File: config.mk
export PLATFORM = sky130hd
export DESIGN_NAME = w5300_socket_cfg_seq
export DESIGN_NICKNAME = d
export VERILOG_FILES = /design/src/rtl/w5300_socket_cfg_seq.sv
export SDC_FILE = /design/constraint.sdc
export NUM_CORES = 1
export LEC_CHECK = 0
export ABC_AREA = 1
export CORE_MARGIN = 2
export CORE_UTILIZATION = 51
export CTS_CLUSTER_SIZE = 30
export DETAILED_ROUTE_END_ITERATION = 6
export GPL_ROUTABILITY_DRIVEN = 1
export MAX_ROUTING_LAYER = met4
export PLACE_DENSITY_LB_ADDON = 0.15
export SLEW_MARGIN = 10
export SYNTH_ARGS = -nofsm -noshare
export SYNTH_HDL_FRONTEND = slang
export SYNTH_SLANG_ARGS = --single-unit
File: constraint.sdc
create_clock -name clk -period 3.1 [get_ports clk]
set_clock_uncertainty 0.1 [all_clocks]
set_input_delay 0.62 -clock clk [delete_from_list [all_inputs] [get_ports clk]]
set_output_delay 0.62 -clock clk [all_outputs]
set_load 0.02 [all_outputs]
File: src/rtl/w5300_socket_cfg_seq.sv
// ---------------------------------------------------------------------------
// w5300_socket_cfg_seq
// Walks the socket-N register-configuration LUT and executes each entry on the
// W5300 register bus engine. LUT entry = {op, addr[9:0], data[15:0]}, where
// op=0 is a register write and op=1 is a Sn_SSR status poll. A poll is re-read
// every POLL_GAP cycles until the masked status matches SSR_EXPECT or POLL_MAX
// re-reads have failed. An entry with addr 10'h3FF terminates the table.
//
// Optional build macro: W5300_SEQ_ACK_TIMEOUT_EN
//   defined   - a bus_ack watchdog aborts a transaction after ACK_TIMEOUT
//               cycles in ISSUE and reports error
//   undefined - ISSUE waits for bus_ack indefinitely
// ---------------------------------------------------------------------------
module w5300_socket_cfg_seq #(
  parameter logic [15:0] SSR_EXPECT  = 16'h0022,
  parameter logic [15:0] SSR_MASK    = 16'h00FF,
  parameter logic [7:0]  POLL_MAX    = 8'd200,
  parameter logic [7:0]  POLL_GAP    = 8'd16
`ifdef W5300_SEQ_ACK_TIMEOUT_EN
  ,
  parameter logic [15:0] ACK_TIMEOUT = 16'd1023
`endif
) (
  input  logic        clk,
  input  logic        rst_n,
  input  logic        start,
  output logic        busy,
  output logic        done,
  output logic        error,
  output logic [5:0]  lut_index,
  input  logic [26:0] lut_data,
  output logic        bus_req,
  input  logic        bus_ack,
  output logic        bus_wr,
  output logic [9:0]  bus_addr,
  output logic [15:0] bus_wdata,
  input  logic [15:0] bus_rdata,
  output logic [15:0] last_rdata
);

  localparam logic [9:0] END_ADDR = 10'h3FF;

  typedef enum logic [2:0] {
    IDLE, FETCH, ISSUE, CHECK, GAP, ADVANCE, DONE, ERR
  } state_t;

  state_t      state, state_nxt;
  logic [7:0]  poll_cnt;
  logic [7:0]  gap_cnt;

  // LUT entry fields
  logic        lut_op;
  logic [9:0]  lut_addr;
  logic [15:0] lut_wdata;
  assign lut_op    = lut_data[26];
  assign lut_addr  = lut_data[25:16];
  assign lut_wdata = lut_data[15:0];

  logic ssr_match;
  logic gap_last;
  assign ssr_match = (last_rdata & SSR_MASK) == (SSR_EXPECT & SSR_MASK);
  // POLL_GAP of 0 still spends one cycle in GAP
  assign gap_last  = ({1'b0, gap_cnt} + 9'd1) >= {1'b0, POLL_GAP};

`ifdef W5300_SEQ_ACK_TIMEOUT_EN
  logic [15:0] ack_cnt;
  logic        ack_timeout;
  assign ack_timeout = (ack_cnt == ACK_TIMEOUT - 16'd1);

  // Ack watchdog: counts cycles spent waiting in ISSUE
  always_ff @(posedge clk or negedge rst_n) begin
    if (!rst_n)              ack_cnt <= '0;
    else if (state == ISSUE) ack_cnt <= ack_cnt + 16'd1;
    else                     ack_cnt <= '0;
  end
`endif

  // State register
  // NOTE: sequential state uses non-blocking (<=) so every flop samples the
  // pre-edge values; blocking here would create order-dependent races.
  always_ff @(posedge clk or negedge rst_n) begin
    if (!rst_n) state <= IDLE;
    else        state <= state_nxt;
  end

  // Next-state logic
  // NOTE: state_nxt gets a default before the case so no path leaves it
  // unassigned, which would otherwise infer a latch.
  always_comb begin
    state_nxt = state;
    case (state)
      IDLE:    if (start) state_nxt = FETCH;
      FETCH:   state_nxt = (lut_addr == END_ADDR) ? DONE : ISSUE;
      ISSUE: begin
        if (bus_ack)          state_nxt = bus_wr ? ADVANCE : CHECK;
`ifdef W5300_SEQ_ACK_TIMEOUT_EN
        else if (ack_timeout) state_nxt = ERR;
`endif
      end
      CHECK: begin
        if (ssr_match)              state_nxt = ADVANCE;
        else if (poll_cnt == POLL_MAX) state_nxt = ERR;
        else                        state_nxt = GAP;
      end
      GAP:     if (gap_last) state_nxt = ISSUE;
      ADVANCE: state_nxt = (lut_index == 6'h3F) ? DONE : FETCH;
      DONE:    state_nxt = IDLE;
      ERR:     state_nxt = IDLE;
      default: state_nxt = IDLE;
    endcase
  end

  // Outputs decoded from state: req drops the cycle after ack or on reset
  always_comb begin
    bus_req = (state == ISSUE);
    busy    = (state == FETCH) || (state == ISSUE) || (state == CHECK) ||
              (state == GAP)   || (state == ADVANCE);
  end

  // Datapath registers: entry fields, counters, index and sticky flags
  always_ff @(posedge clk or negedge rst_n) begin
    if (!rst_n) begin
      done       <= 1'b0;
      error      <= 1'b0;
      lut_index  <= '0;
      bus_wr     <= 1'b0;
      bus_addr   <= '0;
      bus_wdata  <= '0;
      last_rdata <= '0;
      poll_cnt   <= '0;
      gap_cnt    <= '0;
    end else begin
      case (state)
        IDLE: if (start) begin
          done      <= 1'b0;
          error     <= 1'b0;
          lut_index <= '0;
        end
        FETCH: if (lut_addr != END_ADDR) begin
          bus_wr    <= ~lut_op;
          bus_addr  <= lut_addr;
          bus_wdata <= lut_op ? 16'h0000 : lut_wdata;
          poll_cnt  <= '0;
        end
        ISSUE: if (bus_ack && !bus_wr) last_rdata <= bus_rdata;
        CHECK: if (!ssr_match && poll_cnt != POLL_MAX) begin
          poll_cnt <= poll_cnt + 8'd1;
          gap_cnt  <= '0;
        end
        GAP:     gap_cnt <= gap_cnt + 8'd1;
        ADVANCE: if (lut_index != 6'h3F) lut_index <= lut_index + 6'd1;
        DONE:    done  <= 1'b1;
        ERR:     error <= 1'b1;
        default: ;
      endcase
    end
  end

endmodule

* Word-level counts from Yosys, hierarchy flattened
Index checks and enable logic that the tools add are counted.
** Word-level totals
- Flip-flop bits (word level) :: 70
- Latch bits :: 0
- Memory bits (writable) :: 0
- Memory bits (read-only) :: 0
- Input port bits :: 47
- Output and inout port bits :: 53
- Word-level logic and storage cells :: 80
- Memories kept :: 0
** Operators by class
- $add $sub $neg :: 4
- Multipliers :: 0
- Div/mod/pow operators :: 0
- Order comparisons :: 1
- Equal/unequal tests :: 20
- Shift-type cells :: 0
- Multiplexer cells :: 21
- Bitwise operators :: 1
- Reduce and logical (&&, ||, !) cells :: 23
** Operator list (count)
- 8-bit one-hot mux with 2 select lines :: 2
- 8-bit two-way mux :: 3
- 3-bit one-hot mux with 7 select lines :: 1
- 3-bit two-way mux :: 6
- 8-bit by 1-bit adder with 8-bit output, second input constant :: 2
- 16-bit two-way mux :: 1
- 3-bit equality test, second input constant :: 4
- 6-bit two-way mux :: 2
- 6-bit one-hot mux with 2 select lines :: 1
- 10-bit equality test, second input constant :: 1
- 10-bit inequality test, second input constant :: 1
- 2-bit AND reduction :: 5
- 2-bit nonzero test :: 5
- 8-bit by 1-bit adder with 9-bit output, second input constant :: 1
- 9-bit by 5-bit greater-or-equal comparator with 1-bit output, second input constant :: 1
- 3-bit AND reduction :: 3
- 8-bit by 6-bit equality test with 1-bit output, second input constant :: 1
- 8-bit equality test, second input constant :: 1
- 2-bit by 1-bit inequality test with 1-bit output, second input constant :: 4
- 8-bit inequality test, second input constant :: 1
- 6-bit by 1-bit adder with 6-bit output, second input constant :: 1
- 3-bit by 2-bit equality test with 1-bit output, second input constant :: 2
- 6-bit equality test, second input constant :: 1
- 6-bit inequality test, second input constant :: 1
- other kinds (11) :: 19

* Depth between registers and ports, before layout
Gate-level depths: netlist (run 1).
- Depth after elaboration :: 5
- Mapped depth :: 10
- Gate-level depth less buffers :: 10

* Least setup slack after synthesis (run 1)
Ideal clock, no wire load.
- Path kind :: reg-to-output
- Start :: reg state[1]
- End :: out busy
- Arrival :: 1.079 ns
- Required time :: 2.380 ns
- Slack :: 1.301 ns
- Stages on the path, launching flop included :: 5
- Path buffers :: 0
- Cell sequence :: dfrtp_1 > inv_2 > nand2_1 > inv_1 > a21oi_1
** Between the ends
- Word-level cells in the longest chain between the ends :: 5
- Elaborated cells between the ends (all ways) :: 9
- Those cells by class :: 5 x eq/ne; 4 x reduce/logical
** Ends and longest elaborated chain
- from (decl) :: RTL line 47 : state_t state, state_nxt;
- from (signal assigned) :: RTL line 83 : else state <= state_nxt;
- 3-bit by 1-bit equality test with 1-bit output / 3-bit by 2-bit equality test with 1-bit output (equally long branches) :: RTL line 116 : busy = (state == FETCH) || (state == ISSUE) || (state == CHECK) ||
- 1-bit logical OR (3 in series) :: RTL line 116
- 1-bit logical OR (*) :: RTL line 117 : (state == GAP) || (state == ADVANCE);
- to (decl) :: RTL line 27 : output logic busy,
Mark *: on every way between the ends. The rest lies on a longest branch, timed or not.

* Final worst setup path (run 1)
Ends and elaborated chain as after synthesis.

==> impl_metrics.env, run 1 <==
export IMPL_status="complete, no violations"
export IMPL_dp_hpwl_um=5734
export IMPL_die_x_um=85.44
export IMPL_first_pass_iters=4
export IMPL_synth_xor_area_share_pct=2.072
export IMPL_startpoint="state[1]$_DFFE_PN0P_"
export IMPL_wl_um=7588
export IMPL_synth_mux_area_fraction_pct=5.327
export IMPL_finalPower_uw=4114
export IMPL_portBuffers=99
export IMPL_die_area_sq_mm=0.007299
export IMPL_postCtsHoldBufs=0
export IMPL_yosysUniqueCellTypes=32
export IMPL_final_setup_tns_ps=0
export IMPL_wl_per_cell_um=13.22
export IMPL_cp_arrival_ps=1940
export IMPL_drv_cap=0
export IMPL_fin_crit_sh_pct=85.75
export IMPL_hold_class="in -> async"
export IMPL_yosysMostFrequentCell="nand2_1"
export IMPL_vias=2886
export IMPL_numCtsBuffers=9
export IMPL_nFillCells=499
export IMPL_boundaryPins=100
export IMPL_synth_fa_ha_area_share_pct=1.850
export IMPL_regToRegSetupSlack_ps=1240
export IMPL_antenna_found_initial=0
export IMPL_grt_pass1_vias=2850
export IMPL_syn_num_nets=437
export IMPL_netlist_top_cells_count="nand2_1, dfrtp_1, inv_1"
export IMPL_final_min_clock_period_ps=2658
export IMPL_synth_top_area_share_pct=51.79
export IMPL_drc=0
export IMPL_combinationalPowerShare_pct=48.2
export IMPL_die_h_um=85.44
export IMPL_cp_max_fo=6
export IMPL_vias_per_cell=5.028
export IMPL_synthArstFlopShare_pct=100.0
export IMPL_ir_drop_mv=0.6088
export IMPL_syn_to_final_growth_pct=36.66
export IMPL_core_sq_mm=0.006386
export IMPL_dominantRegCellSynth="dfrtp_1"
export IMPL_synth_top_family_by_area="simple AND/OR/NAND/NOR gates"
export IMPL_met1_length_um=3408
export IMPL_ctsResizeCount=0
export IMPL_synth_edf_count=0
export IMPL_initial_core_util_pct=52.96
export IMPL_max_slew_margin_rel_pct=70.76
export IMPL_antennaDiodeCount=0
export IMPL_yosys_area_top_type="dfrtp_1"
export IMPL_ant_nets=0
export IMPL_rr_worst_depth=8
export IMPL_ctsLongestPathBuffers=2
export IMPL_cp_start_kind="flip-flop"
export IMPL_synth_warnings=0
export IMPL_postCtsSetupRepairBufs=0
export IMPL_pwr_share_seq_pct=36.3
export IMPL_crit_reg2reg_launch="state[2]$_DFFE_PN0P_"
export IMPL_critPathKind="reg -> out"
export IMPL_final_area_sq_mm=0.004622
export IMPL_layout_drive_gt1_share_pct=11.07
export IMPL_r2r_end="poll_cnt[0]$_DFFE_PN0P_"
export IMPL_worst_pin_slew_ps=438.6
export IMPL_dpl_cell_area_sq_mm=0.004456
export IMPL_met3_length_um=601
export IMPL_power_switching_uw=1663
export IMPL_root_buffer="clkbuf_8"
export IMPL_hold_violations=0
export IMPL_wl_met2_um=3422
export IMPL_avgSynthCellArea_sq_um=8.784
export IMPL_grt_total_usage_pct=22.94
export IMPL_ys_seq_area_share_pct=51.79
export IMPL_finalSetupViolCount=0
export IMPL_synthCells=385
export IMPL_drt_iter0_markers=147
export IMPL_gp_congestion=0.8545
export IMPL_synth_compound_area_share_pct=8.102
export IMPL_syn_area_sq_mm=0.003382
export IMPL_cts_sinks=70
export IMPL_cts_tree="built"
export IMPL_clk_pin_slew_ps=70
export IMPL_power_leakage_uw=0.002272
export IMPL_final_nets=544
export IMPL_power_frac_clock_pct=15.5
export IMPL_grt_pass1_wl_um=12880
export IMPL_hold_ws_ps=108.3
export IMPL_slew_violations=0
export IMPL_grt_max_degree=33
export IMPL_topRoutingLayerUsed="met4"
export IMPL_crit_path_end="busy"
export IMPL_worstPathRequired_ps=2380
export IMPL_rows=29
export IMPL_grt_overflow_total=0
export IMPL_p_int_uw=2451
export IMPL_synth_simple_area_share_pct=24.12
export IMPL_swShare_pct=40.43
export IMPL_rsz0062_at_grt="false"
export IMPL_ys_ff_latch=70
export IMPL_power_density_mw_per_mm2=890.2
export IMPL_synthTopCellsByArea="dfrtp_1, nand2_1, inv_1, nor2_1, nand3_1"
export IMPL_htree_levels=3
export IMPL_insertion_delay_ps=340
export IMPL_fmax_ghz=0.3762
export IMPL_end_kind="primary output"
[metal layers]
| metal | track usage (%) | vias to the layer above |
|---|---|---|
| met2 | 34.80 | 89 |
| li1 | - | 1438 |
| met4 | 9.812 | 0 |
| met1 | 28.48 | 1346 |
| met3 | 7.101 | 13 |
| met5 | - | - |
[power by group through the flow]
| stage | Combinational [uW] | Clock, uW | Sequential, uW |
|---|---|---|---|
| after floorplan | 786 | 0 | 1820 |
| after global placement | 1970 | 0 | 1490 |
| after detailed placement | 2000 | 0 | 1500 |
| after CTS | 2010 | 652 | 1490 |
| after global routing | 2160 | 687 | 1530 |
| final | 1980 | 639 | 1490 |
[critical path, cell delays in order (launching register included)]
cell and delay [ps]:
dfrtp_1 500, inv_2 120, nand2_1 140, inv_1 70, a21oi_1 140, clkdlybuf4s50_1 630
[kinds of logic after synthesis]
kind of cell             after synthesis
XOR/XNOR                               8
multiplexers                          14
buffers and inverters                 54
AO/OA/AOI/OAI                         44
adder cells (fa/ha/maj)                5
flip-flops                            70
AND/OR/NAND/NOR                      190
[worst min-delay path by stage]
stage                              end  slack (ps)  cells past startpoint
3_5_place_dp   bus_addr[3]$_DFFE_PN0P_         370                      2
3_3_place_gp   bus_addr[3]$_DFFE_PN0P_         360                      2
2_1_floorplan  bus_addr[0]$_DFFE_PN0P_         220                      0
4_1_cts        bus_addr[4]$_DFFE_PN0P_         110                      1
5_1_grt        bus_addr[9]$_DFFE_PN0P_         130                      1
6_report       bus_addr[4]$_DFFE_PN0P_         110                      1
[cell type report]
cell class              instances  area, sq um  area share [%]
inverters                      47        176.4           3.817
flip-flops and latches         70         1752           37.90
well taps                      77        96.34           2.084
repair buffers                103         1028           22.25
clock inverters                 5        25.02          0.5414
clock buffers                  11        141.4           3.059
multi-input cells             261         1403           30.35
[state kept, by name (all words and copies together), names as in the netlist]
name and count:
gap_cnt 8, poll_cnt 8, last_rdata 16, done 1, bus_addr 10, lut_index 6, error 1, state 3
bus_wr 1, bus_wdata 16
[layout by cell type, fill, tap and decap left out, types with 2 or more instances in the layout]
cell and instances:
nor2_1 31, dfrtp_1 70, a21oi_1 8, clkdlybuf4s50_1 98, mux2_4 6, xor2_1 7
o31ai_1 5, nand4_1 5, inv_2 4, nor3_1 3, inv_1 42, mux2_2 8
ha_1 5, buf_4 3, o21ai_0 18, clkbuf_8 10, o21ai_2 10, nand3_1 22
o22ai_1 2, clkinv_2 5, nand2_1 120
[metrics by stage]
stage | utilization [%] | setup WS (ps) | std cells
final | 72.37 | 441.8 | 574
after floorplan | - | 1301 | 385
after CTS | 72.37 | 431.2 | 574
after global placement | 69.77 | 836.1 | 558
after detailed placement | 69.77 | 801.8 | 558
after global routing | 72.37 | 296.5 | 574
No activity file was read; power rests on OpenSTA's default activity.
==> run 2: changes to the inputs <==
--- a/config.mk
+++ b/config.mk
@@ -6,8 +6,9 @@
 export NUM_CORES = 1
 export LEC_CHECK = 0
 export ABC_AREA = 1
+export CAP_MARGIN = 20
 export CORE_MARGIN = 2
-export CORE_UTILIZATION = 51
+export CORE_UTILIZATION = 50
 export CTS_CLUSTER_SIZE = 30
 export DETAILED_ROUTE_END_ITERATION = 6
 export GPL_ROUTABILITY_DRIVEN = 1
@@ -17,3 +18,4 @@
 export SYNTH_ARGS = -nofsm -noshare
 export SYNTH_HDL_FRONTEND = slang
 export SYNTH_SLANG_ARGS = --single-unit
+export TNS_END_PERCENT = 5
==> impl_metrics.env, run 2 (synthesis results as in run 1) <==
export IMPL_status="complete, no violations"
export IMPL_syn_to_final_growth_pct=37.29
export IMPL_vias_per_cell=4.981
export IMPL_fmax_ghz=0.3674
export IMPL_dp_hpwl_um=5695
export IMPL_cts_sinks=70
export IMPL_wl_per_cell_um=13.35
export IMPL_antennaDiodeCount=0
export IMPL_root_buffer="clkbuf_8"
export IMPL_grt_max_degree=31
export IMPL_final_min_clock_period_ps=2722
export IMPL_drv_cap=0
export IMPL_rr_worst_depth=5
export IMPL_power_leakage_uw=0.002270
export IMPL_cts_tree="built"
export IMPL_layout_commonest_cell="nand2_1"
export IMPL_r2r_end="bus_wdata[3]$_DFFE_PN0P_"
export IMPL_wl_um=7665
export IMPL_slew_violations=0
export IMPL_grt_pass1_wl_um=12890
export IMPL_drc=0
export IMPL_power_density_mw_per_mm2=909.3
export IMPL_ctsResizeCount=0
export IMPL_rows=29
export IMPL_ir_drop_mv=0.5472
export IMPL_numCtsBuffers=9
export IMPL_clk_pin_slew_ps=80
export IMPL_portBuffers=99
export IMPL_first_pass_iters=4
export IMPL_max_slew_margin_rel_pct=55.23
export IMPL_worstPathRequired_ps=2380
export IMPL_drt_iter0_markers=111
export IMPL_final_setup_tns_ps=0
export IMPL_nFillCells=525
export IMPL_core_sq_mm=0.006459
export IMPL_layout_drive_gt1_share_pct=11.07
export IMPL_top_regs="bus_wdata: 16 flops, last_rdata: 16 flops, bus_addr: 10 flops"
export IMPL_regToRegSetupSlack_ps=1030
export IMPL_crit_reg2reg_launch="state[1]$_DFFE_PN0P_"
export IMPL_pwr_share_seq_pct=35.3
export IMPL_initial_core_util_pct=52.36
export IMPL_hold_violations=0
export IMPL_grt_pass1_vias=2862
export IMPL_vias=2859
export IMPL_grt_total_usage_pct=22.65
export IMPL_combinationalPowerShare_pct=47.1
export IMPL_postCtsSetupRepairBufs=0
export IMPL_antenna_found_initial=0
export IMPL_end_kind="primary output"
export IMPL_worst_pin_slew_ps=671.6
export IMPL_die_area_sq_mm=0.007438
export IMPL_gp_congestion=0.8432
export IMPL_swShare_pct=39.89
export IMPL_finalSetupViolCount=0
export IMPL_htree_levels=3
export IMPL_final_nets=544
export IMPL_postCtsHoldBufs=0
export IMPL_die_h_um=86.25
export IMPL_rsz0062_at_grt="false"
export IMPL_hold_class="in -> async"
export IMPL_power_frac_clock_pct=17.5
export IMPL_ctsLongestPathBuffers=2
export IMPL_critPathKind="reg -> out"
export IMPL_layoutNonFillerInstCount=574
export IMPL_p_int_uw=2538
export IMPL_final_cell_mix="nand2_1, clkdlybuf4s50_1, dfrtp_1"
export IMPL_fin_crit_sh_pct=87.81
export IMPL_ant_nets=0
export IMPL_grt_overflow_total=0
export IMPL_placed_cells=558
export IMPL_boundaryPins=100
export IMPL_cp_arrival_ps=2000
export IMPL_cp_start_kind="flip-flop"
export IMPL_die_x_um=86.25
export IMPL_crit_path_top_delay_cell="clkdlybuf4s50_1"
export IMPL_cpPeakStageDelay_ps=640
export IMPL_power_switching_uw=1684
export IMPL_cp_max_fo=6
export IMPL_insertion_delay_ps=340
export IMPL_path_cells="inv_2 > nand2_1 > inv_1 > a21oi_1 > clkdlybuf4s50_1"
-- run 2: power by group through the flow --
stage                     combinational (uW)  sequential, uW  clock, uW
final                                   1990            1490        741
after global routing                    2160            1540        788
after CTS                               2010            1490        758
after detailed placement                2010            1500          0
after global placement                  1970            1490          0
after floorplan                          786            1820          0
-- run 2: worst max-delay path by stage --
stage | start | cells past startpoint | slack (ps) | end
floorplan | state[1]$_DFFE_PN0P_ | 4 | 1300 | busy
global placement | lut_data[21] | 8 | 630 | bus_wr$_DFFE_PN0P_
detailed placement | lut_data[21] | 8 | 570 | bus_wr$_DFFE_PN0P_
CTS | state[1]$_DFFE_PN0P_ | 5 | 360 | busy
global route | state[1]$_DFFE_PN0P_ | 5 | 290 | busy
finish | state[1]$_DFFE_PN0P_ | 5 | 380 | busy
-- run 2: per-stage QoR --
step / instance area [sq um] / utilization, % / worst slack [ps] / power (uW) / hold slack [ps]
detailed placement: 4443 / 68.79 / 572.5 / 3503 / 369.1
global placement: 4443 / 68.79 / 627.0 / 3459 / 364.6
CTS: 4643 / 71.89 / 361.6 / 4267 / 220.9
finish: 4643 / 71.89 / 377.9 / 4222 / 204.8
global route: 4643 / 71.89 / 287.1 / 4489 / 263.7
floorplan: 3382 / - / 1301 / 2608 / 224.4
-- run 2: per-layer routing --
layer | global-route usage [%] | wire, um | vias to the layer above
met5 | - | 0 | -
li1 | - | - | 1441
met3 | 5.905 | 484 | 8
met2 | 34.81 | 3619 | 84
met4 | 9.375 | 99 | 0
met1 | 28.73 | 3462 | 1326
-- run 2: layout make-up --
type	instances	area (sq um)	share of cell area, %
flip-flops and latches	70	1752	37.73
multi-input cells	261	1403	30.21
repair buffers	103	1016	21.88
inverters	47	176.4	3.800
clock buffers	11	141.4	3.045
well taps	77	96.34	2.075
clock inverters	5	58.81	1.267
-- run 2: critical path, delay by kind of cell, from the launching register on --
kind	cells	cell delay, ps
buffers and inverters	3	830
DFF	1	510
and+or+nand+nor	1	160
AOI/OAI and AO/OA	1	150
